$ cat src/rtl/bip_pkg.sv
// Shared definitions for the BIPI instruction sequencer: field widths,
// opcodes, ACC source selects, FSM state encoding and decoder payload.
package bip_pkg;

    localparam int unsigned PC_LENGTH       = 11;
    localparam int unsigned OPCODE_LENGTH   = 5;
    localparam int unsigned OPERANDO_LENGTH = 11;
    localparam int unsigned INSTR_LENGTH    = 16;
    localparam int unsigned SELA_LENGTH     = 2;
    localparam int unsigned CYCLE_CNT_W     = 32;

    localparam logic [OPCODE_LENGTH-1:0] OP_HLT  = 5'b00000;
    localparam logic [OPCODE_LENGTH-1:0] OP_STO  = 5'b00001;
    localparam logic [OPCODE_LENGTH-1:0] OP_LD   = 5'b00010;
    localparam logic [OPCODE_LENGTH-1:0] OP_LDI  = 5'b00011;
    localparam logic [OPCODE_LENGTH-1:0] OP_ADD  = 5'b00100;
    localparam logic [OPCODE_LENGTH-1:0] OP_ADDI = 5'b00101;
    localparam logic [OPCODE_LENGTH-1:0] OP_SUB  = 5'b00110;
    localparam logic [OPCODE_LENGTH-1:0] OP_SUBI = 5'b00111;

    localparam logic [SELA_LENGTH-1:0] SELA_RAM = 2'b00;
    localparam logic [SELA_LENGTH-1:0] SELA_IMM = 2'b01;
    localparam logic [SELA_LENGTH-1:0] SELA_ALU = 2'b10;

    typedef enum logic [2:0] {
        ST_IDLE  = 3'd0,
        ST_FETCH = 3'd1,
        ST_LOAD  = 3'd2,
        ST_EXEC  = 3'd3,
        ST_WB    = 3'd4,
        ST_HALT  = 3'd5
    } state_t;

    typedef struct packed {
        logic [SELA_LENGTH-1:0] sel_a;
        logic                   sel_b;
        logic                   acc_we;
        logic                   ram_rd;
        logic                   ram_wr;
        logic                   is_halt;
    } dec_ctrl_t;

endpackage

$ cat src/rtl/bip_decoder.sv
// Combinational opcode decoder; the sequencer gates these controls by state.
module bip_decoder
    import bip_pkg::*;
(
    input  logic [OPCODE_LENGTH-1:0] i_opcode,
    output dec_ctrl_t                o_ctrl
);

    // Opcode to datapath/memory control; undefined opcodes decode as NOP.
    always_comb begin
        o_ctrl = '0;
        case (i_opcode)
            OP_HLT: o_ctrl.is_halt = 1'b1;
            OP_STO: o_ctrl.ram_wr  = 1'b1;
            OP_LD: begin
                o_ctrl.ram_rd = 1'b1;
                o_ctrl.acc_we = 1'b1;
                o_ctrl.sel_a  = SELA_RAM;
            end
            OP_LDI: begin
                o_ctrl.acc_we = 1'b1;
                o_ctrl.sel_a  = SELA_IMM;
            end
            OP_ADD, OP_SUB: begin
                o_ctrl.ram_rd = 1'b1;
                o_ctrl.acc_we = 1'b1;
                o_ctrl.sel_a  = SELA_ALU;
                o_ctrl.sel_b  = 1'b0;
            end
            OP_ADDI, OP_SUBI: begin
                o_ctrl.acc_we = 1'b1;
                o_ctrl.sel_a  = SELA_ALU;
                o_ctrl.sel_b  = 1'b1;
            end
            default: ;
        endcase
    end

endmodule

$ cat src/rtl/bip_control.sv
// BIPI instruction sequencer: FETCH/LOAD/EXEC/WB loop over a synchronous
// program ROM, driving datapath selects, ACC write and data-RAM strobes.
// Optional cycle counter enabled by defining BIP_CYCLE_COUNT_EN.
module bip_control
    import bip_pkg::*;
(
    input  logic                       i_clock,
    input  logic                       i_reset,
    input  logic                       i_start,
    input  logic [INSTR_LENGTH-1:0]    i_instruction,
    output logic [PC_LENGTH-1:0]       o_pc_addr,
    output logic [OPCODE_LENGTH-1:0]   o_opcode,
    output logic [OPERANDO_LENGTH-1:0] o_operando,
    output logic [SELA_LENGTH-1:0]     o_selA,
    output logic                       o_selB,
    output logic                       o_wrACC,
    output logic                       o_rdRAM,
    output logic                       o_wrRAM,
    output logic                       o_halt,
    output logic                       o_busy,
    output logic [CYCLE_CNT_W-1:0]     o_cycle_count
);

    state_t                  r_state;
    state_t                  w_state_next;
    logic [PC_LENGTH-1:0]    r_pc;
    logic [PC_LENGTH-1:0]    w_pc_next;
    logic [INSTR_LENGTH-1:0] r_ir;
    logic [INSTR_LENGTH-1:0] w_ir_next;
    dec_ctrl_t               w_dec;

    bip_decoder u_decoder (
        .i_opcode (r_ir[INSTR_LENGTH-1 -: OPCODE_LENGTH]),
        .o_ctrl   (w_dec)
    );

    // IR fields are held from EXEC until the next LOAD overwrites the IR.
    assign o_pc_addr  = r_pc;
    assign o_opcode   = r_ir[INSTR_LENGTH-1 -: OPCODE_LENGTH];
    assign o_operando = r_ir[OPERANDO_LENGTH-1:0];

    // State, PC and IR registers.
    always_ff @(posedge i_clock) begin
        if (i_reset) begin
            r_state <= ST_IDLE;
            r_pc    <= '0;
            r_ir    <= '0;
        end else begin
            r_state <= w_state_next;
            r_pc    <= w_pc_next;
            r_ir    <= w_ir_next;
        end
    end

    // Next-state logic and state-gated control outputs.
    always_comb begin
        w_state_next = r_state;
        w_pc_next    = r_pc;
        w_ir_next    = r_ir;
        o_selA       = '0;
        o_selB       = 1'b0;
        o_wrACC      = 1'b0;
        o_rdRAM      = 1'b0;
        o_wrRAM      = 1'b0;
        o_halt       = 1'b0;
        o_busy       = 1'b0;

        case (r_state)
            ST_IDLE: begin
                if (i_start) begin
                    w_state_next = ST_FETCH;
                end
            end
            ST_FETCH: begin
                o_busy       = 1'b1;
                w_state_next = ST_LOAD;
            end
            ST_LOAD: begin
                o_busy       = 1'b1;
                w_ir_next    = i_instruction;
                w_state_next = ST_EXEC;
            end
            ST_EXEC: begin
                o_busy  = 1'b1;
                o_selA  = w_dec.sel_a;
                o_selB  = w_dec.sel_b;
                o_rdRAM = w_dec.ram_rd;
                o_wrRAM = w_dec.ram_wr;
                // Halt is flagged as soon as HLT decodes; PC stays on the HLT.
                if (w_dec.is_halt) begin
                    o_halt       = 1'b1;
                    w_state_next = ST_HALT;
                end else begin
                    w_state_next = ST_WB;
                end
            end
            ST_WB: begin
                o_busy       = 1'b1;
                o_selA       = w_dec.sel_a;
                o_selB       = w_dec.sel_b;
                o_wrACC      = w_dec.acc_we;
                w_pc_next    = r_pc + PC_LENGTH'(1);
                w_state_next = ST_FETCH;
            end
            ST_HALT: begin
                o_halt = 1'b1;
            end
            default: begin
                w_state_next = ST_IDLE;
            end
        endcase

        // A reset cycle aborts the current instruction before any strobe fires.
        if (i_reset) begin
            o_selA  = '0;
            o_selB  = 1'b0;
            o_wrACC = 1'b0;
            o_rdRAM = 1'b0;
            o_wrRAM = 1'b0;
        end
    end

`ifdef BIP_CYCLE_COUNT_EN
    logic [CYCLE_CNT_W-1:0] r_cycle_count;

    // Busy-cycle counter: cleared on start, saturating, frozen when not busy.
    always_ff @(posedge i_clock) begin
        if (i_reset) begin
            r_cycle_count <= '0;
        end else if (r_state == ST_IDLE && w_state_next == ST_FETCH) begin
            r_cycle_count <= '0;
        end else if (o_busy && r_cycle_count != '1) begin
            r_cycle_count <= r_cycle_count + CYCLE_CNT_W'(1);
        end
    end

    assign o_cycle_count = r_cycle_count;
`else
    assign o_cycle_count = '0;
`endif

endmodule

$ cat config.mk
export PLATFORM = sky130hd
export DESIGN_NAME = bip_control
export DESIGN_NICKNAME = d
export VERILOG_FILES = /design/src/rtl/bip_pkg.sv /design/src/rtl/bip_decoder.sv /design/src/rtl/bip_control.sv
export SDC_FILE = /design/constraint.sdc
export NUM_CORES = 1
export LEC_CHECK = 0
export ABC_CLOCK_PERIOD_IN_PS = 3490
export CORE_ASPECT_RATIO = 1.75
export CORE_UTILIZATION = 35
export DETAILED_ROUTE_END_ITERATION = 7
export GPL_ROUTABILITY_DRIVEN = 0
export HOLD_SLACK_MARGIN = 0.15
export PLACE_DENSITY = 0.8
export SLEW_MARGIN = 20
export SYNTH_ARGS = -nofsm -noshare
export SYNTH_HDL_FRONTEND = slang
export SYNTH_SLANG_ARGS = --single-unit
export TNS_END_PERCENT = 10
$ cat constraint.sdc
create_clock -name i_clock -period 3.49 [get_ports i_clock]
set_input_delay 0.698 -clock i_clock [delete_from_list [all_inputs] [get_ports i_clock]]
set_output_delay 0.698 -clock i_clock [all_outputs]
set_load 0.01 [all_outputs]
==> results of run 1 <==
-- worst max-delay path, cell delays in order (launching register included) --
cell	delay [ns]
dfxtp_1	0.61
or3b_2	0.58
a21boi_1	0.23
and4b_1	0.21
clkdlybuf4s50_1	0.53
-- cells by family after synthesis --
kind of cell             after synthesis  share of synthesized area
multiplexers                           5                    0.03419
XOR/XNOR                               5                    0.02719
flip-flops                            30                     0.3730
AND/OR/NAND/NOR                       79                     0.2580
other                                  1                   0.002329
AO/OA/AOI/OAI                         29                     0.1002
adder cells (fa/ha/maj)                1                   0.007769
buffers and inverters                 47                     0.1974
-- through the flow --
step	worst slack [ns]	hold WS (ns)	util	total power [mW]
finish	0.3576	0.4531	0.4778	0.8481
global route	0.2594	0.4682	0.4778	0.8931
CTS	0.3471	0.4543	0.4778	0.8588
detailed placement	0.3477	0.4473	0.4591	0.5863
global placement	0.4116	0.4413	0.4591	0.5794
floorplan	1.313	0.4805	-	0.5340
-- final cells by class --
| class | count | share of cell area |
|---|---|---|
| tap | 51 | 0.03032 |
| inverter | 3 | 0.005351 |
| clock buffer | 6 | 0.03924 |
| multi-input combinational | 151 | 0.3841 |
| timing repair buffer | 54 | 0.2556 |
| sequential | 30 | 0.2854 |
-- placed cells by master (no fill, tap or decap), types with 2 or more instances in the layout --
| cell type | Yosys | final |
|---|---|---|
| nor4_1 | 3 | 3 |
| nor3_1 | 5 | 5 |
| clkbuf_8 | 0 | 6 |
| o21ai_0 | 3 | 3 |
| dfxtp_1 | 30 | 30 |
| and3_1 | 2 | 2 |
| clkdlybuf4s50_1 | 0 | 53 |
| or3b_2 | 2 | 2 |
| mux2_2 | 4 | 4 |
| a21oi_1 | 20 | 20 |
| nand2_1 | 37 | 37 |
| nor2_1 | 11 | 11 |
| or4_1 | 4 | 4 |
| xnor2_1 | 4 | 4 |
| o31ai_1 | 3 | 3 |
| or3_1 | 2 | 2 |
| nor2b_1 | 4 | 4 |
| conb_1 | 1 | 32 |
| inv_1 | 3 | 3 |
-- final timing paths --
path                to  startpoint  cells after the start  slack, ns
min reg2reg    r_ir[8]     r_ir[8]                      2       0.45
max reg2reg    r_ir[8]  r_state[1]                      3       1.72
max          o_selA[0]  r_state[2]                      4       0.36
min            r_ir[8]     r_ir[8]                      2       0.45
-- routing by layer --
layer  GRT usage  vias to the layer above  wire length, µm
met5           0                        -                0
met4     0.04605                        0               36
met3     0.04975                        4              200
met2      0.2844                       58             1984
met1      0.1600                      638             1249
li1            -                      686                -
-- flip-flops by register name, summed over array words and instances, names as in the netlist --
register / flops
r_state: 3
o_pc_addr: 11
r_ir: 16
-- power groups by stage --
stage	clock network (mW)	registers, mW	logic [mW]
2_1_floorplan	0	0.395	0.139
4_1_cts	0.279	0.394	0.186
5_1_grt	0.292	0.399	0.203
3_3_place_gp	0	0.399	0.180
6_report	0.271	0.393	0.183
3_5_place_dp	0	0.401	0.185
==> metrics.yaml, run 1 <==
clocking:
  clock-sinks: 30
  h-tree-depth: 2
  cts_tree: "done"
  cts_buffers: 5
  ctsHoldBuffers: 0
  cts_root_buf: "clkbuf_8"
  cts_resized: 0
  clkLatencyLatePin_ns: 0.28
  post-cts-setup-buffer-count: 0
  path_clk_slew_ns: 0.06
  cts_buffer_depth: 2
route:
  via_count: 1386
  drt_iter0_markers: 10
  totalWireLength_mm: 3.470
  drtPass1Iterations: 4
  drt-wirelength-per-cell_um: 11.76
  drc: 0
  vias_per_cell: 4.698
  ant_nets: 0
sta:
  hold_viol_final: 0
  relSlewSlack: 0.3206
  rsz0062_at_grt: "no"
  worstMarginPinSlew_ns: 1.015
  finalCritPeriodShare: 0.8975
  finalClockSkew_ns: 0.007231
  finalSetupViolCount: 0
  fmax_mhz: 319.2
  slew_viol_final: 0
  period_minus_slack_ns: 3.132
  setup_tns_ns: 0
status:
  status: "complete, no violations"
grt:
  grtUsageTotal: 0.1563
  grt_overflow: 0
  grt_max_degree: 35
  antenna_found_initial: 0
  grt_pass1_wl_mm: 5.623
  grt_pass1_vias: 1257
yosys:
  synth_top_area_frac: 0.3730
  synth.area.top_cells: "dfxtp_1 37%, buf_4 15%, nand2_1 8.6%"
  yosysMostFrequentCell: "nand2_1"
  mappedNetlistArea_um2: 1610
  synthCells: 197
  ys_seq_area_frac: 0.3730
  synth-main-ff-cell: "dfxtp_1"
  yosysTopAreaCell: "dfxtp_1"
  syn_avg_cell_area_um2: 8.174
  synth_edf_count: 0
  yosysUniqueCellTypes: 37
  synth_commonest_cells: "37 x nand2_1, 33 x buf_4, 30 x dfxtp_1"
  ys_warn_count: 0
  async_flop_share: 0
  ys_ff_latch: 30
floorplan:
  core_area_um2: 4404
  chipWidth_um: 53.28
  die_area_um2: 4887
  rows: 32
  ios: 86
  die_y_um: 91.73
  initial_core_util: 0.3656
layout:
  stdcell_count: 295
  fin_nets: 265
  syn_to_final_growth_pct: 30.69
  antennaDiodeCount: 0
  multi_input_area_um2: 808.3
  fin_area_um2: 2105
  drive_above_1_share: 0.06557
  final.fill_count: 447
  register_area_um2: 600.6
placed_design:
  placed_area_um2: 2022
  dpl.hpwl_mm: 2.545
  dpl.cell_count: 289
  io_buffer_count: 53
power:
  clkPwrFrac: 0.320
  seq_power_share: 0.464
  p_comb_frac: 0.216
  leakagePower_nw: 0.7822
  netSwitchingFraction: 0.2803
  p_sw_uw: 237.8
  intPower_uw: 610.4
  ir_drop_mv: 0.2671
  p_per_area_nw_per_um2: 403.0
critical_path:
  critical_path_class: "reg -> out"
  cp-start-kind: "flop"
  critPathMaxFanout: 12
  cp_data_arrival_time_ns: 2.43
  end_kind: "output pin"
  required_ns: 2.79
run:
  max-cap-violations: 0
hold_path:
  hp-class: "reg -> reg"
Note: power is estimated with default switching activity, not from simulation.
==> run 2, diff against run 1 <==
--- a/config.mk
+++ b/config.mk
@@ -10,6 +10,7 @@
 export CORE_UTILIZATION = 35
 export DETAILED_ROUTE_END_ITERATION = 7
 export GPL_ROUTABILITY_DRIVEN = 0
+export GPL_TIMING_DRIVEN = 0
 export HOLD_SLACK_MARGIN = 0.15
 export PLACE_DENSITY = 0.8
 export SLEW_MARGIN = 20
==> metrics.yaml, run 2 (synthesis gave the netlist of run 1 again) <==
route:
  vias_per_cell: 4.383  # -6.7%
  drc: 0  # unchanged
  drt-wirelength-per-cell_um: 10.05  # -15%
  drtPass1Iterations: 4  # unchanged
  totalWireLength_mm: 3.406  # -1.8%
  ant_nets: 0  # unchanged
  drt_iter0_markers: 15  # +5
  via_count: 1486  # +7.2%
layout:
  multi_input_area_um2: 808.3  # unchanged
  syn_to_final_growth_pct: 49.18
  final_cell_mix: "52 x clkdlybuf4s50_1, 37 x nand2_1, 33 x buf_4"
  largest_reg_flops: 16  # unchanged
  register_area_um2: 600.6  # unchanged
  fin_util: 0.5455  # +0.06761
  stdcell_count: 339  # +15%
  top_register: "r_ir"
  final.fill_count: 424  # -5.1%
  fin_nets: 307  # +16%
  fin_area_um2: 2402  # +14%
  drive_above_1_share: 0.1840  # +0.1185
  antennaDiodeCount: 0  # unchanged
  mostFrequentLayoutCell: "clkdlybuf4s50_1"
critical_path:
  crit_family: "buffers and inverters"
  end_kind: "output pin"
  cp-startpoint: "r_state[0]"
  cp_data_arrival_time_ns: 2.35  # -0.08 ns
  cp_slowest_cell: "clkdlybuf4s50_1"
  cp_slowest_stage_delay_ns: 0.53  # -0.08 ns
  path_cells: "buf_2, or3b_2, clkbuf_1, a21boi_1, and4b_1, clkdlybuf4s50_1"
  critPathMaxFanout: 10  # -2
  required_ns: 2.79  # about the same
  critical_path_class: "reg -> out"
  worstReg2RegStart: "r_state[1]"
  crit_buf_inv: 3  # +2
  cp-start-kind: "flop"
clocking:
  h-tree-depth: 2  # unchanged
  cts_resized: 0  # unchanged
  ctsHoldBuffers: 0  # unchanged
  cts_buffers: 5  # unchanged
  cts_root_buf: "clkbuf_8"
  cts_buffer_depth: 2  # unchanged
  clkLatencyLatePin_ns: 0.28  # about the same
  post-cts-setup-buffer-count: 0  # unchanged
  cts_tree: "done"
  clock-sinks: 30  # unchanged
  path_clk_slew_ns: 0.06  # about the same
placed_design:
  dpl.cell_count: 331  # +15%
  io_buffer_count: 52  # -1.9%
  dp_slack_ns: 0.6503  # +0.3026 ns
  dpl.hpwl_mm: 2.708  # +6.4%
  placed_area_um2: 2311  # +14%
sta:
  period_minus_slack_ns: 3.051  # -0.08118 ns
  slew_viol_final: 0  # unchanged
  finalSetupViolCount: 0  # unchanged
  relSlewSlack: 0.6583  # +0.3376
  setup_tns_ns: 0  # unchanged
  rsz0062_at_grt: "no"
  hold_viol_final: 0  # unchanged
  hold_slack_ns: 0.4505  # -0.002607 ns
  layout_setup_ws_ns: 0.4388  # +0.08118 ns
  finalClockSkew_ns: 0.006724  # -0.0005073 ns
  worstMarginPinSlew_ns: 0.5126  # -0.5020 ns
  finalCritPeriodShare: 0.8743  # -0.02326
  fmax_mhz: 327.7  # +2.7%
floorplan:
  ios: 86  # unchanged
  die_y_um: 91.73  # unchanged
  core_area_um2: 4404  # unchanged
  initial_core_util: 0.3656  # unchanged
  die_area_um2: 4887  # unchanged
  rows: 32  # unchanged
  chipWidth_um: 53.28  # unchanged
grt:
  grt_pass1_vias: 1242  # -1.2%
  antenna_found_initial: 0  # unchanged
  grtUsageTotal: 0.1445  # -0.01177
  grt_pass1_wl_mm: 5.354  # -4.8%
  grt_max_degree: 11  # -69%
  grt_overflow: 0  # unchanged
hold_path:
  hp-class: "reg -> reg"
  min_from: "r_ir[4]"
status:
  status: "complete, no violations"
power:
  leakagePower_nw: 0.9864  # +26%
  ir_drop_mv: 0.2597  # -2.8%
  p_total_uw: 895.3  # +5.6%
  p_per_area_nw_per_um2: 372.7  # -7.5%
run:
  max-cap-violations: 0  # unchanged
[run 2: cell types whose count changed in the layout (fill, tap and decap cells not counted), sizes merged]
cell / before / now
buf: 1 / 38
clkdlybuf4s50: 53 / 52
clkinv: 0 / 1
clkbuf: 6 / 13
[run 2: final cells by class]
| class | count | area share |
|---|---|---|
| Timing Repair Buffer | 52 | 0.2167 |
| Tap cell | 51 | 0.02656 |
| Clock inverter | 1 | 0.002083 |
| Clock buffer | 7 | 0.03594 |
| Sequential cell | 30 | 0.2500 |
| Multi-Input combinational cell | 151 | 0.3365 |
| Inverter | 3 | 0.004688 |
| Buffer | 44 | 0.1276 |
[run 2: layer usage]
layer,GRT usage,routed length [µm],share of wire,up-vias
li1,-,-,-,775
met2,0.2594,1830,0.54,55
met4,0.04605,49,0.014,0
met5,0,0,0,-
met1,0.1516,1304,0.38,649
met3,0.04312,221,0.065,7
[run 2: worst paths after layout]
check / cells past startpoint / slack (ns) / end
setup / recovery: 6 / 0.44 / o_selA[0]
hold / removal: 2 / 0.45 / r_ir[4]
setup reg to reg: 5 / 1.88 / o_pc_addr[10]
hold reg to reg: 2 / 0.45 / r_ir[4]
[run 2: where the power goes]
group | switching (mW) | internal, mW | total, mW
combinational | 0.107 | 0.124 | 0.231
clock | 0.124 | 0.159 | 0.282
sequential | 0.0158 | 0.366 | 0.382
total | 0.247 | 0.649 | 0.895
[run 2: worst reg2reg max path: stages (launching register included)]
cell and delay [ns]:
dfxtp_1 0.32, buf_6 0.14, nand4bb_4 0.22, buf_6 0.15
nor4_1 0.31, mux2_2 0.37
==> run 3, diff against run 2 <==
--- a/config.mk
+++ b/config.mk
@@ -5,7 +5,8 @@
 export SDC_FILE = /design/constraint.sdc
 export NUM_CORES = 1
 export LEC_CHECK = 0
-export ABC_CLOCK_PERIOD_IN_PS = 3490
+export ABC_AREA = 1
+export ABC_CLOCK_PERIOD_IN_PS = 3500
 export CORE_ASPECT_RATIO = 1.75
 export CORE_UTILIZATION = 35
 export DETAILED_ROUTE_END_ITERATION = 7
==> constraint.sdc (replaced) <==
create_clock -name i_clock -period 3.5 [get_ports i_clock]
set_input_delay 0.7 -clock i_clock [delete_from_list [all_inputs] [get_ports i_clock]]
set_output_delay 0.7 -clock i_clock [all_outputs]
set_load 0.01 [all_outputs]
==> metrics.yaml, run 3 <==
grt:
  grtUsageTotal: 0.1728  # +0.02833
  grt_overflow: 0  # unchanged
  grt_max_degree: 11  # unchanged
  grt_pass1_wl_mm: 6.368  # +19%
  grt_pass1_vias: 1502  # +21%
  antenna_found_initial: 0  # unchanged
power:
  ir_drop_mv: 0.3166  # +22%
  p_per_area_nw_per_um2: 342.1  # -8.2%
  leakagePower_nw: 1.101  # +12%
yosys:
  ys_warn_count: 0  # unchanged
  mappedNetlistArea_um2: 1634  # +1.5%
  yosysTopAreaCell: "dfxtp_1"
  async_flop_share: 0  # unchanged
  yosysUniqueCellTypes: 24  # -35%
  synth.area.top_cells: "dfxtp_1 37%, buf_4 15%, nand2_1 9.0%"
  syn_avg_cell_area_um2: 7.295  # -11%
  synth_commonest_cells: "39 x nand2_1, 32 x buf_4, 30 x dfxtp_1"
  synth_edf_count: 0  # unchanged
  ys_seq_area_frac: 0.3675  # -0.005426
  yosysMostFrequentCell: "nand2_1"
  ys_ff_latch: 30  # unchanged
  synthCells: 224  # +14%
  synth_top_area_frac: 0.3675  # -0.005426
  synth-main-ff-cell: "dfxtp_1"
clocking:
  clkLatencyLatePin_ns: 0.28  # about the same
  ctsHoldBuffers: 0  # unchanged
  h-tree-depth: 2  # unchanged
  path_clk_slew_ns: 0.06  # about the same
  cts_buffer_depth: 2  # unchanged
  post-cts-setup-buffer-count: 0  # unchanged
  cts_resized: 0  # unchanged
  cts_root_buf: "clkbuf_8"
  clock-sinks: 30  # unchanged
  cts_tree: "done"
  cts_buffers: 5  # unchanged
critical_path:
  critical_path_class: "in -> out"
  worstReg2RegStart: "o_pc_addr[0]"
  r2r_cells: 7  # +2
  required_ns: 2.80  # about the same
  reg2reg_to: "o_pc_addr[10]"
  end_kind: "output pin"
  cp-start-kind: "primary input"
  critPathMaxFanout: 10  # unchanged
  r2r_slack_ns: 2.20  # +0.32 ns
  cp_data_arrival_time_ns: 2.40  # +0.05 ns
layout:
  final_cell_mix: "53 x clkdlybuf4s50_1, 39 x nand2_1, 32 x buf_4, 32 x conb_1, 30 x dfxtp_1"
  antennaDiodeCount: 0  # unchanged
  drive_above_1_share: 0.1524  # -0.03165
  mostFrequentLayoutCell: "clkdlybuf4s50_1"
  final.fill_count: 454  # +7.1%
  syn_to_final_growth_pct: 48.16
  largest_reg_flops: 16  # unchanged
  fin_util: 0.5448  # -0.0006910
  fin_nets: 335  # +9.1%
  top_register: "r_ir"
floorplan:
  chipWidth_um: 53.65  # +0.70%
  core_area_um2: 4444  # +0.91%
  rows: 32  # unchanged
  die_y_um: 92.39  # +0.72%
  ios: 86  # unchanged
  die_area_um2: 4957  # +1.4%
  initial_core_util: 0.3677  # +0.002055
sta:
  finalClockSkew_ns: 0.001563  # -0.005160 ns
  period_minus_slack_ns: 3.096
  setup_tns_ns: 0  # unchanged
  hold_viol_final: 0  # unchanged
  rsz0062_at_grt: "no"
  finalCritPeriodShare: 0.8845
  fmax_mhz: 323.0
  finalSetupViolCount: 0  # unchanged
  slew_viol_final: 0  # unchanged
route:
  drt_iter0_markers: 19  # +4
  ant_nets: 0  # unchanged
  vias_per_cell: 4.503  # +2.7%
  drt-wirelength-per-cell_um: 10.74  # +6.9%
  totalWireLength_mm: 3.930  # +15%
  drtPass1Iterations: 4  # unchanged
  drc: 0  # unchanged
  via_count: 1648  # +11%
hold_path:
  hp-class: "reg -> reg"
  hold_end: "r_ir[9]"
  hold_depth: 2  # unchanged
  min_from: "r_ir[9]"
run:
  max-cap-violations: 0  # unchanged
placed_design:
  dpl.hpwl_mm: 3.167  # +17%
  io_buffer_count: 53  # +1.9%
status:
  status: "complete, no violations"
## run 3: worst max-delay path by stage
stage | from | to | slack, ns | cells past startpoint
floorplan | i_reset | o_rdRAM | 1.46 | 2
global placement | i_reset | o_rdRAM | 0.38 | 4
detailed placement | i_reset | o_rdRAM | 0.37 | 4
CTS | i_reset | o_rdRAM | 0.38 | 4
global route | i_reset | o_rdRAM | 0.32 | 4
finish | i_reset | o_rdRAM | 0.40 | 4
## run 3: per-stage QoR
stage                     power [mW]  setup WS [ns]  cells  hold slack, ns  area, µm²
final                         0.8283         0.4043    366          0.4623       2421
after global routing          0.8767         0.3162    366          0.4792       2421
after floorplan               0.5013          1.458    255          0.4836       1750
after detailed placement      0.5795         0.3742    359          0.4551       2345
after CTS                     0.8372         0.3752    366          0.4645       2421
after global placement        0.5750         0.3765    359          0.4477       2345
## run 3: area by class of cell
class                   count  area, µm²  share of cell area
multi-input cells         163      793.3              0.3276
flip-flops and latches     30      600.6              0.2481
repair buffers             53      530.5              0.2191
plain buffers              39      270.3              0.1116
inverters                  23      86.33             0.03566
clock buffers               7      76.32             0.03152
well taps                  51      63.81             0.02636
## run 3: metal layers
metal  vias to the layer above  GRT usage  wire (µm)
met5                         -          0          0
met4                         0    0.06360         82
met3                         8    0.05090        279
met2                        69     0.3240       2187
met1                       726     0.1651       1380
li1                        845          -          -
## run 3: critical path, cell delays in order
cell and delay (ns):
clkdlybuf4s50_1 0.43, clkbuf_1 0.26, nor4_1 0.40, clkdlybuf4s50_1 0.60
## run 3: cell families after synthesis
family	Yosys count	share of synthesized area
other	1	0.002295
buffers and inverters	62	0.2182
AOI/OAI and AO/OA	34	0.1072
adders and majority gates	1	0.007656
DFF	30	0.3675
and+or+nand+nor	95	0.2917
xor gates and xnor gates	1	0.005361
## run 3: where the power goes
group | internal, mW | switching (mW)
clock network | 0.137 | 0.120
registers | 0.360 | 0.0162
logic | 0.0985 | 0.0972
total | 0.595 | 0.233
